[src/rtl/toggle_line_decoder.sv]
// rtl/toggle_line_decoder.sv - toggle-encoded serial line receiver with valid/ready word output; optional parity via TOGGLE_PARITY_CHECK_EN
module toggle_line_decoder #(
  parameter int WIDTH = 8
) (
  input  logic             clk,
  input  logic             reset,
  input  logic             bit_en,
  input  logic             line_in,
  output logic [WIDTH-1:0] out_data,
  output logic             out_valid,
  input  logic             out_ready,
  output logic             busy,
  output logic             overflow,
  output logic             parity_err
);

  localparam int CNT_W = (WIDTH > 1) ? $clog2(WIDTH) : 1;
  localparam logic [CNT_W-1:0] LAST_BIT = CNT_W'(WIDTH - 1);

`ifdef TOGGLE_PARITY_CHECK_EN
  typedef enum logic [1:0] {S_IDLE = 2'd0, S_DATA = 2'd1, S_PAR = 2'd2} state_t;
`else
  typedef enum logic [1:0] {S_IDLE = 2'd0, S_DATA = 2'd1} state_t;
`endif

  state_t             state_q;
  logic [CNT_W-1:0]   cnt_q;
  logic [WIDTH-1:0]   shreg_q;
  logic               prev_line_q;
  logic [WIDTH-1:0]   out_data_q;
  logic               out_valid_q;
  logic               overflow_q;
  logic               parity_err_q;

  logic               d_bit;
  logic               done_d;
  logic [WIDTH-1:0]   word_d;
  logic               perr_d;
  logic               accept_d;

  // Recover the bit from the line toggle and detect the strobe that finishes a frame.
  always_comb begin
    d_bit  = line_in ^ prev_line_q;
    done_d = 1'b0;
    word_d = shreg_q;
    perr_d = 1'b0;
    if (bit_en) begin
      case (state_q)
        S_DATA: begin
          word_d[WIDTH-1] = d_bit;
`ifndef TOGGLE_PARITY_CHECK_EN
          if (cnt_q == LAST_BIT) begin
            done_d = 1'b1;
          end
`endif
        end
`ifdef TOGGLE_PARITY_CHECK_EN
        S_PAR: begin
          // Even parity: data plus parity bit must XOR to zero.
          done_d = 1'b1;
          perr_d = ^{shreg_q, d_bit};
        end
`endif
        default: ;
      endcase
    end
  end

  // A completed word is taken only if the output slot is empty or being drained this cycle.
  assign accept_d = !out_valid_q || out_ready;

  // Frame state machine: start toggle, WIDTH data bits LSB first, optional parity bit.
  always_ff @(posedge clk) begin
    if (reset) begin
      state_q     <= S_IDLE;
      cnt_q       <= '0;
      shreg_q     <= '0;
      prev_line_q <= 1'b0;
    end else if (bit_en) begin
      prev_line_q <= line_in;
      case (state_q)
        S_IDLE: begin
          if (d_bit) begin
            state_q <= S_DATA;
            cnt_q   <= '0;
          end
        end
        S_DATA: begin
          shreg_q[cnt_q] <= d_bit;
          if (cnt_q == LAST_BIT) begin
            cnt_q   <= '0;
`ifdef TOGGLE_PARITY_CHECK_EN
            state_q <= S_PAR;
`else
            state_q <= S_IDLE;
`endif
          end else begin
            cnt_q <= cnt_q + CNT_W'(1);
          end
        end
        default: begin
          state_q <= S_IDLE;
        end
      endcase
    end
  end

  // Output slot: load on completion when free, drop with a one-cycle overflow pulse otherwise.
  always_ff @(posedge clk) begin
    if (reset) begin
      out_data_q   <= '0;
      out_valid_q  <= 1'b0;
      overflow_q   <= 1'b0;
      parity_err_q <= 1'b0;
    end else begin
      overflow_q <= 1'b0;
      if (done_d) begin
        if (accept_d) begin
          out_data_q   <= word_d;
          out_valid_q  <= 1'b1;
          parity_err_q <= perr_d;
        end else begin
          overflow_q <= 1'b1;
        end
      end else if (out_valid_q && out_ready) begin
        out_valid_q <= 1'b0;
      end
    end
  end

  assign out_data   = out_data_q;
  assign out_valid  = out_valid_q;
  assign overflow   = overflow_q;
  assign parity_err = parity_err_q;
  assign busy       = (state_q != S_IDLE);

endmodule
[config.mk]
export PLATFORM = sky130hd
export DESIGN_NAME = toggle_line_decoder
export DESIGN_NICKNAME = d
export VERILOG_FILES = /design/src/rtl/toggle_line_decoder.sv
export SDC_FILE = /design/constraint.sdc
export NUM_CORES = 1
export LEC_CHECK = 0
export BUFFER_PORTS_ARGS = -buffer_cell sky130_fd_sc_hd__buf_2
export CORE_MARGIN = 5
export CORE_UTILIZATION = 60
export CTS_BUF_LIST = sky130_fd_sc_hd__clkbuf_4
export CTS_CLUSTER_SIZE = 40
export DETAILED_ROUTE_END_ITERATION = 6
export GPL_ROUTABILITY_DRIVEN = 0
export PLACE_DENSITY = 0.89
export SLEW_MARGIN = 0
export SYNTH_ARGS = -nofsm -noshare
export SYNTH_HDL_FRONTEND = slang
export SYNTH_SLANG_ARGS = --single-unit
export TNS_END_PERCENT = 10
[constraint.sdc]
create_clock -name clk -period 2.3 [get_ports clk]
set_input_delay 0.115 -clock clk [delete_from_list [all_inputs] [get_ports clk]]
set_output_delay 0.115 -clock clk [all_outputs]
set_load 0.05 [all_outputs]
[Word level (Yosys, flattened, before mapping)]
Cells that the tools add are included.
Word-level totals
  bits in registers: 24
  input port bits: 5
  output and inout bits: 12
  logic and storage cells: 49
Cells by class
  add/sub/neg operators: 1
  order comparisons: 2
  eq/ne operators: 5
  multiplexer cells: 18
  bitwise gates (word level): 2
  reduce and logical (&&, ||, !) cells: 14
Operators with widths (count)
  1-bit two-way mux: 10
  8-bit bitwise mux: 1
  3-bit two-way mux: 2
  3-bit one-hot mux with 2 select lines: 1
  2-bit AND reduction: 3
  3-bit AND reduction: 2
  2-bit nonzero test: 3
  3-bit by 4-bit less-than comparator with 1-bit output, second input constant: 1
  2-bit two-way mux: 2
  2-bit != test, second input constant: 2
  2-bit one-hot mux with 2 select lines: 1
  3-bit by 1-bit adder with 3-bit output, second input constant: 1
  1-bit demux with 3-bit select: 1
  3-bit == test, second input constant: 1
  3-bit by 1-bit greater-or-equal comparator with 1-bit output, second input constant: 1
  2-bit by 1-bit == test with 1-bit output, second input constant: 1
  1-bit logical AND: 2
  2-bit logical NOT: 1
  2-bit by 1-bit != test with 1-bit output, second input constant: 1
  2-bit OR reduction: 1
  1-bit logical NOT: 1
  1-bit logical OR: 1
  1-bit inverter: 1
  1-bit bitwise XOR: 1

[Depth between registers and ports, before layout]
Gate-level depths: netlist of the first run.
  word-level depth: 6
  gate-level depth with buffers: 6

[Worst setup path after synthesis of the first run]
No wires, ideal clock.
  path type: register to register
  start point: register state_q[0]
  end point: register shreg_q[1]
  setup time: 0.072 ns
  data arrival time: 1.384 ns
  required time: 2.228 ns
  setup slack: 0.844 ns
  cell stages (with the launch flop): 5
  buffers on the path: 1
  cell sequence: dfxtp_1 -> buf_2 -> nand3_1 -> nor3_1 -> mux2i_1
On the way
  word-level cells in the longest chain between the ends: 2
RTL lines
  from (decl): line 26  | state_t state_q;
  from (signal assigned): line 75  | state_q <= S_IDLE;
  from (signal assigned): line 84  | state_q <= S_DATA;
  from (signal assigned): line 95  | state_q <= S_IDLE;
  2-bit by 1-bit == test with 1-bit output: line 81  | case (state_q)
  2-bit AND reduction (no source line)
  to (signal, indexed assignment): line 89  | shreg_q[cnt_q] <= d_bit;
  to (decl): line 28  | logic [WIDTH-1:0] shreg_q;
No other way between the ends.
A chain may end at the register's enable or synchronous reset.

[Final worst setup path of the first run]
  start point: register cnt_q[1]
  end point: register out_data_q[4], in the netlist out_data[4]
On the way
  word-level cells in the longest chain between the ends: 5
RTL lines
  from (decl): line 27  | logic [CNT_W-1:0] cnt_q;
  from (signal assigned): line 98  | cnt_q <= cnt_q + CNT_W'(1);
  3-bit == test: line 52  | if (cnt_q == LAST_BIT) begin
  1-bit two-way mux: line 52
  1-bit two-way mux: line 48  | case (state_q)
  1-bit two-way mux: line 47  | if (bit_en) begin
  2-bit AND reduction (no source line)
  to (signal assigned): line 119  | out_data_q <= word_d;
  to (decl): line 30  | logic [WIDTH-1:0] out_data_q;
No other way between the ends.

==> results of run 1 <==
==> cell type report <==
type | count | area [sq um] | share of cell area, %
clock buffers | 3 | 22.5 | 2.14
clock inverters | 1 | 3.75 | 0.356
inverters | 1 | 3.75 | 0.356
multi-input cells | 68 | 489 | 46.4
flip-flops and latches | 22 | 440 | 41.8
well taps | 16 | 20.0 | 1.90
repair buffers | 15 | 75.1 | 7.12
==> worst min path at each step <==
stage / start / endpoint
floorplan: line_in / prev_line_q$_SDFFE_PP0P_
global placement: line_in / prev_line_q$_SDFFE_PP0P_
detailed placement: line_in / prev_line_q$_SDFFE_PP0P_
CTS: line_in / prev_line_q$_SDFFE_PP0P_
global route: line_in / prev_line_q$_SDFFE_PP0P_
finish: line_in / prev_line_q$_SDFFE_PP0P_
==> cells by family (layout without fill, tap and decap cells) <==
| logic type | Yosys count | count (layout) |
|---|---|---|
| other cells | 1 | 1 |
| mux | 16 | 16 |
| buf+inv | 8 | 20 |
| fa+ha+maj | 2 | 2 |
| xor+xnor | 1 | 1 |
| flops | 22 | 22 |
| simple gates | 39 | 39 |
| compound gates | 9 | 9 |
==> per-layer routing <==
metal  global-route usage (%)  vias to the layer above  share of wire, %
met5                        0                        -                 0
met4                     8.94                        0               3.1
li1                         -                      356                 -
met1                     18.8                      314                48
met2                     22.8                       16                45
met3                     1.78                        5               4.2
==> Yosys cell counts (all sizes together), types with 2 or more instances <==
| library cell | number |
|---|---|
| buf | 5 |
| o211a | 2 |
| nor3 | 5 |
| clkbuf | 2 |
| a21oi | 3 |
| dfxtp | 22 |
| ha | 2 |
| nor2 | 6 |
| nand3 | 4 |
| a31oi | 2 |
| nand2b | 20 |
| mux2i | 16 |
==> metrics by stage <==
stage,instance area [sq um],total power [uW],util [%],hold WS [ps]
after floorplan,975,444,-,262
after global placement,1030,450,67.5,398
after detailed placement,1030,451,67.5,417
after CTS,1050,626,69.2,86.7
after global routing,1050,649,69.2,108
final,1050,618,69.2,85.7
==> flip-flops by register name (all words and copies together), names as in the netlist <==
| name | count |
|---|---|
| cnt_q | 3 |
| out_data | 8 |
| out_valid | 1 |
| overflow | 1 |
| prev_line_q | 1 |
| shreg_q | 7 |
| state_q | 1 |
==> critical path, cell delays in order (launching register included) <==
cell and delay (ps):
dfxtp_1 440, ha_1 180, ha_1 170, nand3_1 140, nor2b_1 370, mux2i_1 230
==> power by group through the flow <==
stage / Clock [uW] / Sequential, uW / Combinational (uW)
after global placement: 0 / 401 / 48.3
after detailed placement: 0 / 402 / 49.4
after CTS: 183 / 393 / 49.7
final: 176 / 393 / 49.0
after global routing: 200 / 395 / 54.2
after floorplan: 0 / 403 / 41.4
==> results_dict.tcl, run 1 <==
set metrics [dict create \
    hp-class "in -> reg" \
    yosysWarnings 0 \
    hpwl_mm 1.12 \
    antenna_left 0 \
    clock-sinks 22 \
    switching_power_uw 151 \
    ys.flop_type "dfxtp_1" \
    post_cts_buffers 0 \
    synth_top_area_share_pct 45.2 \
    antenna_found_initial 0 \
    switching_share_pct 24.4 \
    p_int_uw 468 \
    numCtsBuffers 3 \
    die_h_microns 50.3 \
    p_leak_uw 0.000458 \
    vias 691 \
    whs_path_depth 3 \
    syn2layout_area_growth_pct 8.22 \
    post-place-cells 122 \
    synth_compound_area_share_pct 6.68 \
    crit_path_start_kind "flop" \
    worst-path-max-fanout 7 \
    endpoint "out_data[4]$_SDFFE_PP0P_" \
    synth-adder-area-share_pct 2.57 \
    tritoncts "built" \
    layout_min_cycle_time_ps 1590 \
    cts_resized 0 \
    max_freq_mhz 629 \
    grt_pass1_wl_mm 2.94 \
    synth_cell_types 23 \
    drt_iter0_drc 10 \
    status "finished clean" \
    clock_power_share_pct 28.5 \
    route.detailed.drc 0 \
    wire_per_inst_microns 12.3 \
    finClkSkew_ps 2.24 \
    cts_buffer_depth 2 \
    required_ps 2550 \
    fin_cells 126 \
    rows 14 \
    synth-xor-area-share_pct 1.67 \
    period_share_pct 69.1 \
    r2r_cells 5 \
    synth_edf_count 0 \
    finalSetupTns_ps 0 \
    boundaryPins 17 \
    avgSynthCellArea_sq_um 9.95 \
    synth_area_sq_um 975 \
    cts_root_buf "clkbuf_4" \
    cp.arrival_ps 1840 \
    drive_above_1_share_pct 17.3 \
    clkLatencyLatePin_ps 310 \
    power_density_mw_per_mm2 586 \
    grt_max_degree 24 \
    syn_nets 105 \
    cap_violations 0 \
    dr.pass1.iters 4 \
    die_w_microns 50.3 \
    r2r_setup_slack_ps 710 \
    clk_pin_slew_worst_paths_ps 110 \
    rsz0062_at_grt "no" \
    grt.overflow.total 0 \
    setup_viol 0 \
    power_frac_seq_pct 63.6 \
    synth.mux.area_fraction_pct 16.4 \
    layout_common_cells "22 x dfxtp_1, 20 x nand2b_1, 16 x mux2i_1" \
    routed_wl_mm 1.56 \
    routed_via_density 5.48 \
    place_ws_ps 737 \
    synth_top_family_by_area "simple AND/OR/NAND/NOR gates" \
    core_sq_mm 0.00152 \
    cts-hold-fix-buffers 0 \
    vdd_ir_drop_max_mv 0.471 \
    grt_pass1_vias 706 \
    n_fill_cell 125 \
    drv_slew 0 \
    setup_ws_ps 710 \
    io_buffers 15 \
    setup.worst_path.class "reg -> reg" \
    combPwrFrac_pct 7.9 \
    start_util_pct 64.0 \
    crit_start "cnt_q[1]$_SDFFE_PP0P_" \
    track_usage_pct 14.5 \
    synthArstFlopShare_pct 0 \
    synth_area_leaders "dfxtp_1 45%, mux2i_1 16%, nand2b_1 13%" \
    yosys.area_share.simple_pct 22.5 \
    cts_max_level 1 \
    ys_seq_area_share_pct 45.2 \
    die_area_sq_mm 0.00253 \
    layout_commonest_cell "dfxtp_1" \
    finalHoldViolCount 0 \
    num-nets-final 118 \
    end_kind "flop" \
    yosysTopAreaCell "dfxtp_1" \
    r2r_start "cnt_q[1]$_SDFFE_PP0P_" \
    r2r-end "out_data[4]$_SDFFE_PP0P_" \
    diodes 0 \
    synthCells 98 \
    ys_ff_latch 22 \
]
Power figures use the tool's default switching activity.
==> inputs of run 2 (changes only) <==
--- a/config.mk
+++ b/config.mk
@@ -7,12 +7,12 @@
 export LEC_CHECK = 0
 export BUFFER_PORTS_ARGS = -buffer_cell sky130_fd_sc_hd__buf_2
 export CORE_MARGIN = 5
-export CORE_UTILIZATION = 60
+export CORE_UTILIZATION = 51
 export CTS_BUF_LIST = sky130_fd_sc_hd__clkbuf_4
 export CTS_CLUSTER_SIZE = 40
 export DETAILED_ROUTE_END_ITERATION = 6
 export GPL_ROUTABILITY_DRIVEN = 0
-export PLACE_DENSITY = 0.89
+export PLACE_DENSITY = 0.81
 export SLEW_MARGIN = 0
 export SYNTH_ARGS = -nofsm -noshare
 export SYNTH_HDL_FRONTEND = slang
==> constraint.sdc (replaced) <==
create_clock -name clk -period 1.3 [get_ports clk]
set_input_delay 0.065 -clock clk [delete_from_list [all_inputs] [get_ports clk]]
set_output_delay 0.065 -clock clk [all_outputs]
set_load 0.05 [all_outputs]
==> results_dict.tcl, run 2 (same netlist as run 1, synthesis figures left out) <==
set metrics [dict create \
    cts_root_buf "clkbuf_4" \
    fin_cells 143 \
    drt_iter0_drc 10 \
    dr.pass1.iters 4 \
    setup.worst_path.class "reg -> reg" \
    crit_path_top_delay_cell "dfxtp_2" \
    post-place-cells 138 \
    syn2layout_area_growth_pct 22.6 \
    required_ps 1550 \
    cts_max_level 1 \
    finalHoldViolCount 0 \
    finalPower_uw 1120 \
    drv_slew 0 \
    p_leak_uw 0.000521 \
    numCtsBuffers 3 \
    setup_viol 0 \
    layout_min_cycle_time_ps 1260 \
    end_kind "flop" \
    grt_pass1_vias 700 \
    rsz0062_at_grt "yes" \
    antenna_left 0 \
    status "finished clean" \
    cts_buffer_depth 2 \
    crit_family "flip-flops" \
    io_buffers 15 \
    crit_chain "ha_4 > ha_4 > nand3_4 > nor2b_4 > buf_6 > mux2i_2" \
    crit_path_start_kind "flop" \
    routed_via_density 5.31 \
    power_density_mw_per_mm2 941 \
    grt_max_degree 16 \
    critPathBufInv 1 \
    diodes 0 \
    antenna_found_initial 0 \
    num-nets-final 126 \
    die_h_microns 53.7 \
    track_usage_pct 15.5 \
    finalSetupTns_ps 0 \
    hp-class "in -> reg" \
    core_sq_mm 0.00176 \
    rows 15 \
    cts-hold-fix-buffers 0 \
    boundaryPins 17 \
    clk_pin_slew_worst_paths_ps 130 \
    cp_common_cell "ha_4" \
    final_area_sq_mm 0.00119 \
    max_freq_mhz 794 \
    setup_ws_ps 40.8 \
    layout_common_cells "19 x nand2b_1, 19 x dfxtp_1, 15 x mux2i_1, 15 x buf_2, 7 x buf_4" \
    vias 759 \
    start_util_pct 55.2 \
    clock-sinks 22 \
    grt_pass1_wl_mm 3.10 \
    wire_per_inst_microns 13.5 \
    grt.overflow.total 0 \
    clkLatencyLatePin_ps 310 \
    vdd_ir_drop_max_mv 0.601 \
    n_fill_cell 152 \
    place_ws_ps -125 \
    worst-path-max-fanout 3 \
    die_area_sq_mm 0.00289 \
    route.detailed.drc 0 \
    finClkSkew_ps 4.44 \
    largest_register_ffs 8 \
    cp.arrival_ps 1510 \
    hpwl_mm 1.31 \
    routed_wl_mm 1.93 \
    cap_violations 0 \
    postPlaceCellArea_sq_mm 0.00109 \
    timing.critical_path.slowest_cell_delay_ps 370 \
    drive_above_1_share_pct 31.4 \
    period_share_pct 96.9 \
    tritoncts "built" \
    die_w_microns 53.7 \
]
==> run 2: path summary, 6_finish.rpt <==
kind / startpoint / to / slack [ps] / cells after the start
min reg2reg: out_data[0]$_SDFFE_PP0P_ / out_data[0]$_SDFFE_PP0P_ / 480 / 2
max reg2reg: cnt_q[1]$_SDFFE_PP0P_ / out_data[5]$_SDFFE_PP0P_ / 40 / 6
max: cnt_q[1]$_SDFFE_PP0P_ / out_data[5]$_SDFFE_PP0P_ / 40 / 6
min: line_in / prev_line_q$_SDFFE_PP0P_ / 30 / 3
==> run 2: worst register-to-register path, stage by stage (launching register included) <==
cell and delay, ps:
dfxtp_2 370, ha_4 140, ha_4 130, nand3_4 90, nor2b_4 130, buf_6 120
mux2i_2 200
==> run 2: metal layers <==
| layer | GRT usage (%) | vias up | part of all wire [%] |
|---|---|---|---|
| li1 | - | 373 | - |
| met1 | 18.1 | 365 | 43 |
| met2 | 25.0 | 17 | 50 |
| met3 | 3.60 | 4 | 4.5 |
| met4 | 10.2 | 0 | 2.6 |
| met5 | 0 | - | 0 |
==> run 2: power by group <==
part	switching (uW)	leakage, uW	total (uW)	internal, uW
Sequential	14.3	0.000179	698	684
Clock	214	0.0000154	327	112
Combinational	59.6	0.000326	99.4	39.7
Total	288	0.000521	1120	836
==> run 2: stage by stage <==
step                      hold slack (ps)  util [%]
final                                34.8      67.7
after global routing                 47.8      67.7
after CTS                            47.6      65.7
after detailed placement              367      62.0
after global placement                348      62.0
after floorplan                       212         -
==> run 2: cell type report <==
type,count,area [sq um],area share [%]
Multi-Input combinational cell,68,551,46.1
Sequential cell,22,444,37.2
Timing Repair Buffer,23,139,11.6
Tap cell,25,31.3,2.62
Clock buffer,3,22.5,1.88
Clock inverter,1,3.75,0.314
Inverter,1,3.75,0.314
==> run 2: timing repair <==
action / CTS / global route
setup buffers: 0 / 1
gates resized for setup: 9 / 6
endpoints found under the setup margin: 8 / 4
pin swaps: 0 / 1
gates cloned: 0 / 0
==> inputs of run 3 (changes only) <==
--- a/config.mk
+++ b/config.mk
@@ -6,13 +6,15 @@
 export NUM_CORES = 1
 export LEC_CHECK = 0
 export BUFFER_PORTS_ARGS = -buffer_cell sky130_fd_sc_hd__buf_2
+export CELL_PAD_IN_SITES_DETAIL_PLACEMENT = 1
+export CELL_PAD_IN_SITES_GLOBAL_PLACEMENT = 2
 export CORE_MARGIN = 5
-export CORE_UTILIZATION = 51
+export CORE_UTILIZATION = 32
 export CTS_BUF_LIST = sky130_fd_sc_hd__clkbuf_4
 export CTS_CLUSTER_SIZE = 40
 export DETAILED_ROUTE_END_ITERATION = 6
 export GPL_ROUTABILITY_DRIVEN = 0
-export PLACE_DENSITY = 0.81
+export PLACE_DENSITY = 0.8
 export SLEW_MARGIN = 0
 export SYNTH_ARGS = -nofsm -noshare
 export SYNTH_HDL_FRONTEND = slang
==> results_dict.tcl, run 3 (same netlist as run 1, synthesis figures left out) <==
set metrics [dict create \
    hp-class "in -> reg" \
    wire_per_inst_microns 14.4 \
    worst-path-max-fanout 3 \
    dr.pass1.iters 4 \
    rows 20 \
    max_freq_mhz 783 \
    tritoncts "built" \
    die_area_sq_mm 0.00425 \
    die_h_microns 65.2 \
    seq_area_sq_um 444 \
    rsz0062_at_grt "yes" \
    drive_above_1_share_pct 31.4 \
    hpwl_mm 1.52 \
    boundaryPins 17 \
    vias 754 \
    num-nets-final 126 \
    cp.arrival_ps 1530 \
    cts_root_buf "clkbuf_4" \
    route.detailed.drc 0 \
    setup_viol 0 \
    multi_input_area_sq_um 544 \
    track_usage_pct 10.9 \
    crit_path_start_kind "flop" \
    antenna_left 0 \
    p_leak_uw 0.000525 \
    io_buffers 15 \
    vdd_ir_drop_max_mv 0.422 \
    layout_min_cycle_time_ps 1280 \
    timing.hold.ws_ps 33.0 \
    layout_common_cells "19 x nand2b_1, 19 x dfxtp_1, 16 x mux2i_1" \
    place_ws_ps -115 \
    finalSetupTns_ps 0 \
    grt_pass1_vias 778 \
    core_sq_mm 0.00298 \
    start_util_pct 32.7 \
    setup.worst_path.class "reg -> reg" \
    status "finished clean" \
    finalHoldViolCount 0 \
    antenna_found_initial 0 \
    clkLatencyLatePin_ps 310 \
    fin_util_pct 41.0 \
    grt_max_degree 16 \
    end_kind "flop" \
    drv_slew 0 \
    period_share_pct 98.2 \
    setup_ws_ps 23.5 \
    required_ps 1550 \
    cts-hold-fix-buffers 0 \
    clock-sinks 22 \
    largest_register_ffs 8 \
    grt.overflow.total 0 \
    clk_pin_slew_worst_paths_ps 130 \
    die_w_microns 65.2 \
    finalPower_uw 1340 \
    cap_violations 0 \
    power_density_mw_per_mm2 1100 \
    syn2layout_area_growth_pct 25.3 \
    cts_max_level 1 \
    n_fill_cell 359 \
    drt_iter0_drc 27 \
    numCtsBuffers 3 \
    diodes 0 \
    routed_via_density 4.99 \
    routed_wl_mm 2.17 \
    finClkSkew_ps 2.41 \
    cts_buffer_depth 2 \
    grt_pass1_wl_mm 3.62 \
]
[run 3: cell types whose count changed in the layout (fill, tap and decap cells not counted)]
cell | before | now
nor2b_1 | 0 | 1
nor2b_4 | 1 | 0
buf_6 | 1 | 0
nor3_2 | 1 | 2
clkinv_1 | 1 | 0
mux2i_2 | 1 | 0
nor3_1 | 4 | 3
mux2i_1 | 15 | 16
buf_4 | 7 | 8
bufinv_16 | 0 | 1
[run 3: final timing paths]
kind	from	endpoint	slack (ps)	depth (start not counted)
setup / recovery	cnt_q[1]$_SDFFE_PP0P_	out_data[5]$_SDFFE_PP0P_	20	6
hold / removal	line_in	prev_line_q$_SDFFE_PP0P_	30	3
setup reg to reg	cnt_q[1]$_SDFFE_PP0P_	out_data[5]$_SDFFE_PP0P_	20	6
hold reg to reg	out_data[4]$_SDFFE_PP0P_	out_data[4]$_SDFFE_PP0P_	480	2
[run 3: final cells by class]
cell class                      count  share of cell area, %
Multi-Input combinational cell     68                   44.6
Sequential cell                    22                   36.4
Clock inverter                      1                   2.46
Timing Repair Buffer               23                   11.1
Clock buffer                        3                   1.84
Inverter                            1                  0.307
Tap cell                           33                   3.38
[run 3: where the power goes]
| part | switching (uW) | internal [uW] |
|---|---|---|
| Sequential | 12.8 | 684 |
| Clock | 223 | 312 |
| Combinational | 65.6 | 42.9 |
[run 3: critical path, stage by stage (launching register included)]
cell and delay [ps]:
dfxtp_2 380, ha_4 140, ha_4 140, nand3_4 80, nor2b_1 130, buf_4 150, mux2i_1 180
[run 3: per-stage QoR]
stage | std cells | instance area (sq um)
after floorplan | 98 | 976
after global placement | 147 | 1110
after detailed placement | 147 | 1110
after CTS | 151 | 1210
after global routing | 151 | 1220
final | 151 | 1220
[run 3: repair_timing]
action	4_1_cts	5_1_grt
endpoints found under the hold margin	0	0
pin swaps	0	1
endpoints found under the setup margin	9	4
buffers inserted	0	0
cloned	0	0
resized for setup	10	2
[run 3: routing by layer]
layer,part of all wire (%),vias to the layer above,GRT usage [%]
li1,-,371,-
met1,47,359,14.1
met2,49,20,18.1
met3,3.2,4,2.05
met4,1.2,0,3.89
met5,0,-,0
